==> config.mk <==
export PLATFORM = sky130hd
export DESIGN_NAME = latency_credit_fifo
export DESIGN_NICKNAME = d
export VERILOG_FILES = /design/src/rtl/lcmv_pipe_pkg.sv /design/src/rtl/credit_fifo_mem.sv /design/src/rtl/latency_credit_fifo.sv
export SDC_FILE = /design/constraint.sdc
export NUM_CORES = 1
export LEC_CHECK = 0
export BUFFER_PORTS_ARGS = -buffer_cell sky130_fd_sc_hd__buf_2
export CAP_MARGIN = 10
export CORE_MARGIN = 2
export CORE_UTILIZATION = 30
export DETAILED_ROUTE_END_ITERATION = 6
export REMOVE_ABC_BUFFERS = 1
export SYNTH_ARGS = -nofsm -noshare
export SYNTH_HDL_FRONTEND = slang
export SYNTH_SLANG_ARGS = --single-unit
==> constraint.sdc <==
create_clock -name clk -period 4.6 [get_ports clk]
set_clock_uncertainty 0.05 [all_clocks]
set_input_delay 0.46 -clock clk [delete_from_list [all_inputs] [get_ports clk]]
set_output_delay 0.46 -clock clk [all_outputs]
set_load 0.01 [all_outputs]
==> src/rtl/lcmv_pipe_pkg.sv <==
// Shared sizing helpers and error-flag type for the latency credit FIFO.
package lcmv_pipe_pkg;

  // Bits needed to hold a count in the range 0..depth inclusive.
  function automatic int cnt_width(input int depth);
    return $clog2(depth + 1);
  endfunction

  // Bits needed to address depth entries, never less than one.
  function automatic int ptr_width(input int depth);
    int w;
    w = $clog2(depth);
    return (w < 1) ? 1 : w;
  endfunction

  typedef struct packed {
    logic overflow;
    logic orphan;
  } err_flags_t;

endpackage

==> src/rtl/credit_fifo_mem.sv <==
// Reset-less FIFO storage: one synchronous write port and one asynchronous read port.
module credit_fifo_mem
  import lcmv_pipe_pkg::*;
#(
  parameter int DATA_WIDTH = 32,
  parameter int DEPTH      = 8,
  localparam int PW        = ptr_width(DEPTH)
) (
  input  logic                  clk,
  input  logic                  we,
  input  logic [PW-1:0]         waddr,
  input  logic [DATA_WIDTH-1:0] wdata,
  input  logic [PW-1:0]         raddr,
  output logic [DATA_WIDTH-1:0] rdata
);

  logic [DATA_WIDTH-1:0] mem_q [DEPTH];

  // Storage is written on the clock edge only; contents are never cleared.
  always_ff @(posedge clk) begin
    if (we) begin
      mem_q[waddr] <= wdata;
    end
  end

  assign rdata = mem_q[raddr];

endmodule

==> src/rtl/latency_credit_fifo.sv <==
// Credit-gated elastic output stage behind a fixed-latency, non-stallable pipeline.
// Credits reserve a FIFO slot at issue time so every returning result has room.
module latency_credit_fifo
  import lcmv_pipe_pkg::*;
#(
  parameter int DATA_WIDTH = 32,
  parameter int DEPTH      = 8,
  parameter int LATENCY    = 4,
  localparam int CW        = cnt_width(DEPTH)
) (
  input  logic                  clk,
  input  logic                  rst_n,
  input  logic                  issue_valid,
  output logic                  issue_ready,
  input  logic                  in_valid,
  input  logic [DATA_WIDTH-1:0] in_data,
  output logic                  out_valid,
  input  logic                  out_ready,
  output logic [DATA_WIDTH-1:0] out_data,
  output logic [CW-1:0]         occupancy,
  output logic [CW-1:0]         credits,
  output logic                  err_overflow,
  output logic                  err_orphan
);

  localparam int PW = ptr_width(DEPTH);

  logic [CW-1:0] credits_q, credits_d;
  logic [CW-1:0] inflight_q, inflight_d;
  logic [CW-1:0] occ_q, occ_d;
  logic [PW-1:0] rd_ptr_q, rd_ptr_d;
  logic [PW-1:0] wr_ptr_q, wr_ptr_d;
  err_flags_t    err_q, err_d;

  logic issue, pop, push, full;
  logic orphan_evt, overflow_evt, write_en;

  // Pointers wrap explicitly so DEPTH need not be a power of two.
  function automatic logic [PW-1:0] advance(input logic [PW-1:0] p);
    return (p == PW'(DEPTH - 1)) ? '0 : p + PW'(1);
  endfunction

  assign issue        = issue_valid && (credits_q != '0);
  assign pop          = (occ_q != '0) && out_ready;
  assign push         = in_valid;
  assign full         = (occ_q == CW'(DEPTH));
  assign orphan_evt   = push && (inflight_q == '0) && !issue;
  assign overflow_evt = push && full && !pop;
  assign write_en     = push && !overflow_evt;

  // Next-state arithmetic; an orphan push does not decrement in-flight so the count cannot wrap.
  always_comb begin
    credits_d      = credits_q - CW'(issue) + CW'(pop);
    inflight_d     = inflight_q + CW'(issue) - CW'(push && !orphan_evt);
    occ_d          = occ_q + CW'(write_en) - CW'(pop);
    wr_ptr_d       = write_en ? advance(wr_ptr_q) : wr_ptr_q;
    rd_ptr_d       = pop ? advance(rd_ptr_q) : rd_ptr_q;
    err_d.overflow = err_q.overflow | overflow_evt;
    err_d.orphan   = err_q.orphan | orphan_evt;
  end

  // Control registers; reset discards everything stored or in flight.
  always_ff @(posedge clk or negedge rst_n) begin
    if (!rst_n) begin
      credits_q  <= CW'(DEPTH);
      inflight_q <= '0;
      occ_q      <= '0;
      rd_ptr_q   <= '0;
      wr_ptr_q   <= '0;
      err_q      <= '0;
    end else begin
      credits_q  <= credits_d;
      inflight_q <= inflight_d;
      occ_q      <= occ_d;
      rd_ptr_q   <= rd_ptr_d;
      wr_ptr_q   <= wr_ptr_d;
      err_q      <= err_d;
    end
  end

  credit_fifo_mem #(
    .DATA_WIDTH (DATA_WIDTH),
    .DEPTH      (DEPTH)
  ) u_mem (
    .clk   (clk),
    .we    (write_en),
    .waddr (wr_ptr_q),
    .wdata (in_data),
    .raddr (rd_ptr_q),
    .rdata (out_data)
  );

  assign issue_ready  = (credits_q != '0);
  assign out_valid    = (occ_q != '0);
  assign occupancy    = occ_q;
  assign credits      = credits_q;
  assign err_overflow = err_q.overflow;
  assign err_orphan   = err_q.orphan;

  // Every slot is either a free credit, an operation in flight, or a stored entry.
  a_slot_accounting: assert property (@(posedge clk) disable iff (!rst_n)
    (!err_q.overflow && !err_q.orphan) |->
      (32'(credits_q) + 32'(inflight_q) + 32'(occ_q) == DEPTH));

  // Full throughput needs one slot per pipeline stage plus one for the output.
  a_depth_covers_latency: assert property (@(posedge clk) DEPTH >= LATENCY + 1);

endmodule

==> summary.md <==
| Metric | Value |
|---|---|
| Status | `completed` |
| Yosys top cell by area | `edfxtp_1` |
| Pre-CTS WS | `1.67 ns` |
| Die area | `around 38000 µm²` |
| Crit Path Class | `reg -> out` |
| I/O pins | `just over 80` |
| Final hold vios | `0` |
| Warnings, synthesis | `0` |
| Yosys cell types | `32` |
| WL/cell | `20.4 µm` |
| Final setup viols | `0` |
| TritonCTS Sinks | `between 200 and 300` |
| Worst-path clk slew | `0.06 ns` |
| Yosys reg bits | `276` |
| Drt first pass iters | `4` |
| Least-Margin Pin Slew | `1.09 ns` |
| Asr flop ratio synth | `under 10%` |
| Chip width | `about 190 µm` |
| Post-synth EDFFs | `256` |
| Leakage | `4.47 nW` |
| Sequential area share after synthesis | `between 70% and 80%` |
| Post-Syn Area | `10900 µm²` |
| CP max stage cell | `dfrtp_4` |
| Starting density of the core | `roughly 31%` |
| Most common cell in the synthesized netlist | `edfxtp_1` |
| Crit-path cells | `buf_12, mux4_1, mux2_2, buf_2` |
| Metal2 WL | `11200 µm` |
| Final worst slack | `approximately 1.2 ns` |
| Clock latency on the worst-skew pair | `0.56 ns` |
| Total power | `0.00837 W` |
| Core box area | `approximately 36000 µm²` |
| Yosys top cell area share | `70.3%` |
| Total number of vias | `4969` |
| Number of global-route vias before repair | `5398` |
| Final GP Congestion | `0.709` |
| CTS tree | `done` |
| Pwr dens | `between 600 and 700 nW/µm²` |
| Max-slew headroom | `27.3%` |
| DR top layer | `met5` |
| Synthesis-to-layout area growth | `18.5%` |
| Cell area after layout | `roughly 13000 µm²` |
| Crit path required time | `between 4 and 5 ns` |
| CTS root buf | `clkbuf_16` |
| Logic gate share of total power | `approximately 28%` |
| Area post-placement | `11900 µm²` |
| First-pass GRT wire length | `32800 µm` |
| IO buf count | `80` |
| Clock Path Buffers | `3` |
| Unrepaired setup endpoints after global routing | `no` |
| Largest net degree at the start of global routing | `67` |
| GRT Overall Usage | `11.5%` |
| Worst VDD drop | `0.348 mV` |
| H-tree depth | `1` |
| Vias per cell | `4.65` |
| Worst min path class | `in -> reg` |
| Crit path DAT | `roughly 2.9 ns` |
| CP Buf/Inv Count | `2` |
| Total CTS buffers | `30` |
| Most frequent cells after synthesis | `edfxtp_1 (256), mux4_2 (45), mux2_2 (38)` |
| Int Pwr | `slightly below 0.006 W` |
| Setup bufs post-CTS | `0` |
| GRT overflow | `0` |
| DRT iter0 DRCs | `299` |
| Hold_sp | `in_data[26]` |
| Power share of the sequential group | `43.8%` |
| Post-layout min period | `3.43 ns` |
| Max-cap violations | `0` |
| Reg-to-Reg Start | `occupancy[2]` |
| Initial antenna violation count | `4` |
| Clock Power Share | `28.7%` |
| Detailed Route WL | `around 22000 µm` |
| WL met3 | `between 1000 and 1500 µm` |
| Synth area leaders | `edfxtp_1 (70%), mux4_2 (9.3%), mux4_1 (4.6%)` |
| Fin nets | `646` |
| Kind of end point of the critical path | `output port` |
| P_sw | `0.00245 W` |
| Number of remaining DRC errors | `0` |
| Util after Layout | `between 30% and 40%` |
| Switching Share | `29.2%` |
| Final period util | `74.7%` |
| HPWL after detailed placement | `12700 µm` |
| Startpoint types | `register` |
| Max Freq | `0.291 GHz` |
| Launch point of the worst path | `rd_ptr_q[1]` |
| Routed met1 length | `9220 µm` |
| Main flop type after synthesis | `edfxtp_1` |
| Setup TNS | `0 ns` |
| CP max FO | `40` |
| Mean cell area of the mapped netlist | `22.8 µm²` |
| Row count | `69` |
| Syn Inst Count | `480` |
| Max Slew Vio Count | `0` |
| Worst path max stage delay | `0.94 ns` |
| Cell family with most CP delay | `flip-flops` |
| Layout cell share with drive strength beyond 1 | `38.8%` |
| Final ANT Viol Nets | `0` |
| Die Y | `195 µm` |
[stage by stage]
step	hold slack (ns)	std cells
final	0.110	1069
after global routing	0.108	1067
after CTS	0.0809	1067
after detailed placement	0.397	1014
after global placement	0.378	1014
after floorplan	0.114	458
[layout make-up]
type,count,area [µm²]
Multi-Input combinational cell,162,2560
Sequential cell,276,8200
Clock inverter,18,239
Fill cell,3307,22800
Inverter,20,75.1
Timing Repair Buffer,96,536
Tap cell,461,577
Antenna cell,2,5.00
Clock buffer,34,766
[cells by family after synthesis]
| kind of cell | after synthesis | share of synthesized area (%) |
|---|---|---|
| fa+ha+maj | 23 | 2.84 |
| simple gates | 21 | 1.13 |
| flops | 276 | 74.9 |
| compound gates | 10 | 0.664 |
| xor+xnor | 6 | 0.481 |
| buf+inv | 42 | 2.23 |
| mux | 102 | 17.8 |
[cells in the final DEF, fill, tap and decap left out, types with 2 or more instances in the layout]
cell type / synthesis / routed
or3b_2: 2 / 2
mux4_2: 45 / 45
dfrtp_4: 0 / 2
nor4b_2: 0 / 3
a21oi_1: 3 / 3
edfxtp_1: 256 / 256
clkbuf_16: 0 / 30
mux4_1: 19 / 19
dfrtp_1: 19 / 16
buf_4: 0 / 14
nand2_1: 3 / 3
clkinv_1: 0 / 6
clkinv_2: 0 / 4
bufinv_16: 0 / 5
a21o_1: 3 / 3
xor2_1: 5 / 5
inv_1: 20 / 20
fa_1: 3 / 3
diode_2: 0 / 2
buf_2: 5 / 80
ha_1: 20 / 20
mux2_2: 38 / 38
nor2_1: 6 / 4
clkbuf_1: 5 / 4
a41o_1: 2 / 2
nor2_4: 0 / 2
[final timing paths]
path / endpoint / slack, ns / depth (start not counted)
setup / recovery: out_data[0] / 1.17 / 4
hold reg to reg: err_orphan / 0.41 / 1
max in group asynchronous: rd_ptr_q[1] / 3.79 / 2
min in group asynchronous: wr_ptr_q[1] / 0.33 / 2
hold / removal: u_mem.mem_q[5][26] / 0.11 / 1
setup reg to reg: occupancy[2] / 1.88 / 10
[flip-flops by register name, indices dropped and copies added, names as in the netlist]
signal,cells
credits,4
err_orphan,1
err_overflow,1
inflight_q,4
occupancy,4
rd_ptr_q,3
u_mem.mem_q,256
wr_ptr_q,3
[worst register-to-register path, delay by kind of cell (launching register included)]
| kind | cells | cell delay [ns] |
|---|---|---|
| DFF | 1 | 0.39 |
| adders and majority gates | 4 | 1.05 |
| buffers and inverters | 3 | 0.23 |
| xor gates and xnor gates | 1 | 0.17 |
| and+or+nand+nor | 2 | 0.71 |
[metal layers]
metal	GRT usage, %	vias to the layer above
met1	14.1	2624
met2	20.5	99
li1	-	2202
met3	2.72	38
met4	2.37	6
met5	0	-
[power groups by stage]
stage / combinational, W / sequential [W] / clock [W]
after floorplan: 0.00154 / 0.00363 / 0
after CTS: 0.00238 / 0.00369 / 0.00246
after global routing: 0.00253 / 0.00373 / 0.00256
final: 0.00230 / 0.00367 / 0.00240
after global placement: 0.00230 / 0.00369 / 0
after detailed placement: 0.00237 / 0.00374 / 0
[timing repair]
action / in CTS / in global routing
resized for setup: 0 / 0
hold endpoints to repair: 19 / 0
hold buffers: 1 / 0
No activity file was read; power rests on OpenSTA's default activity.
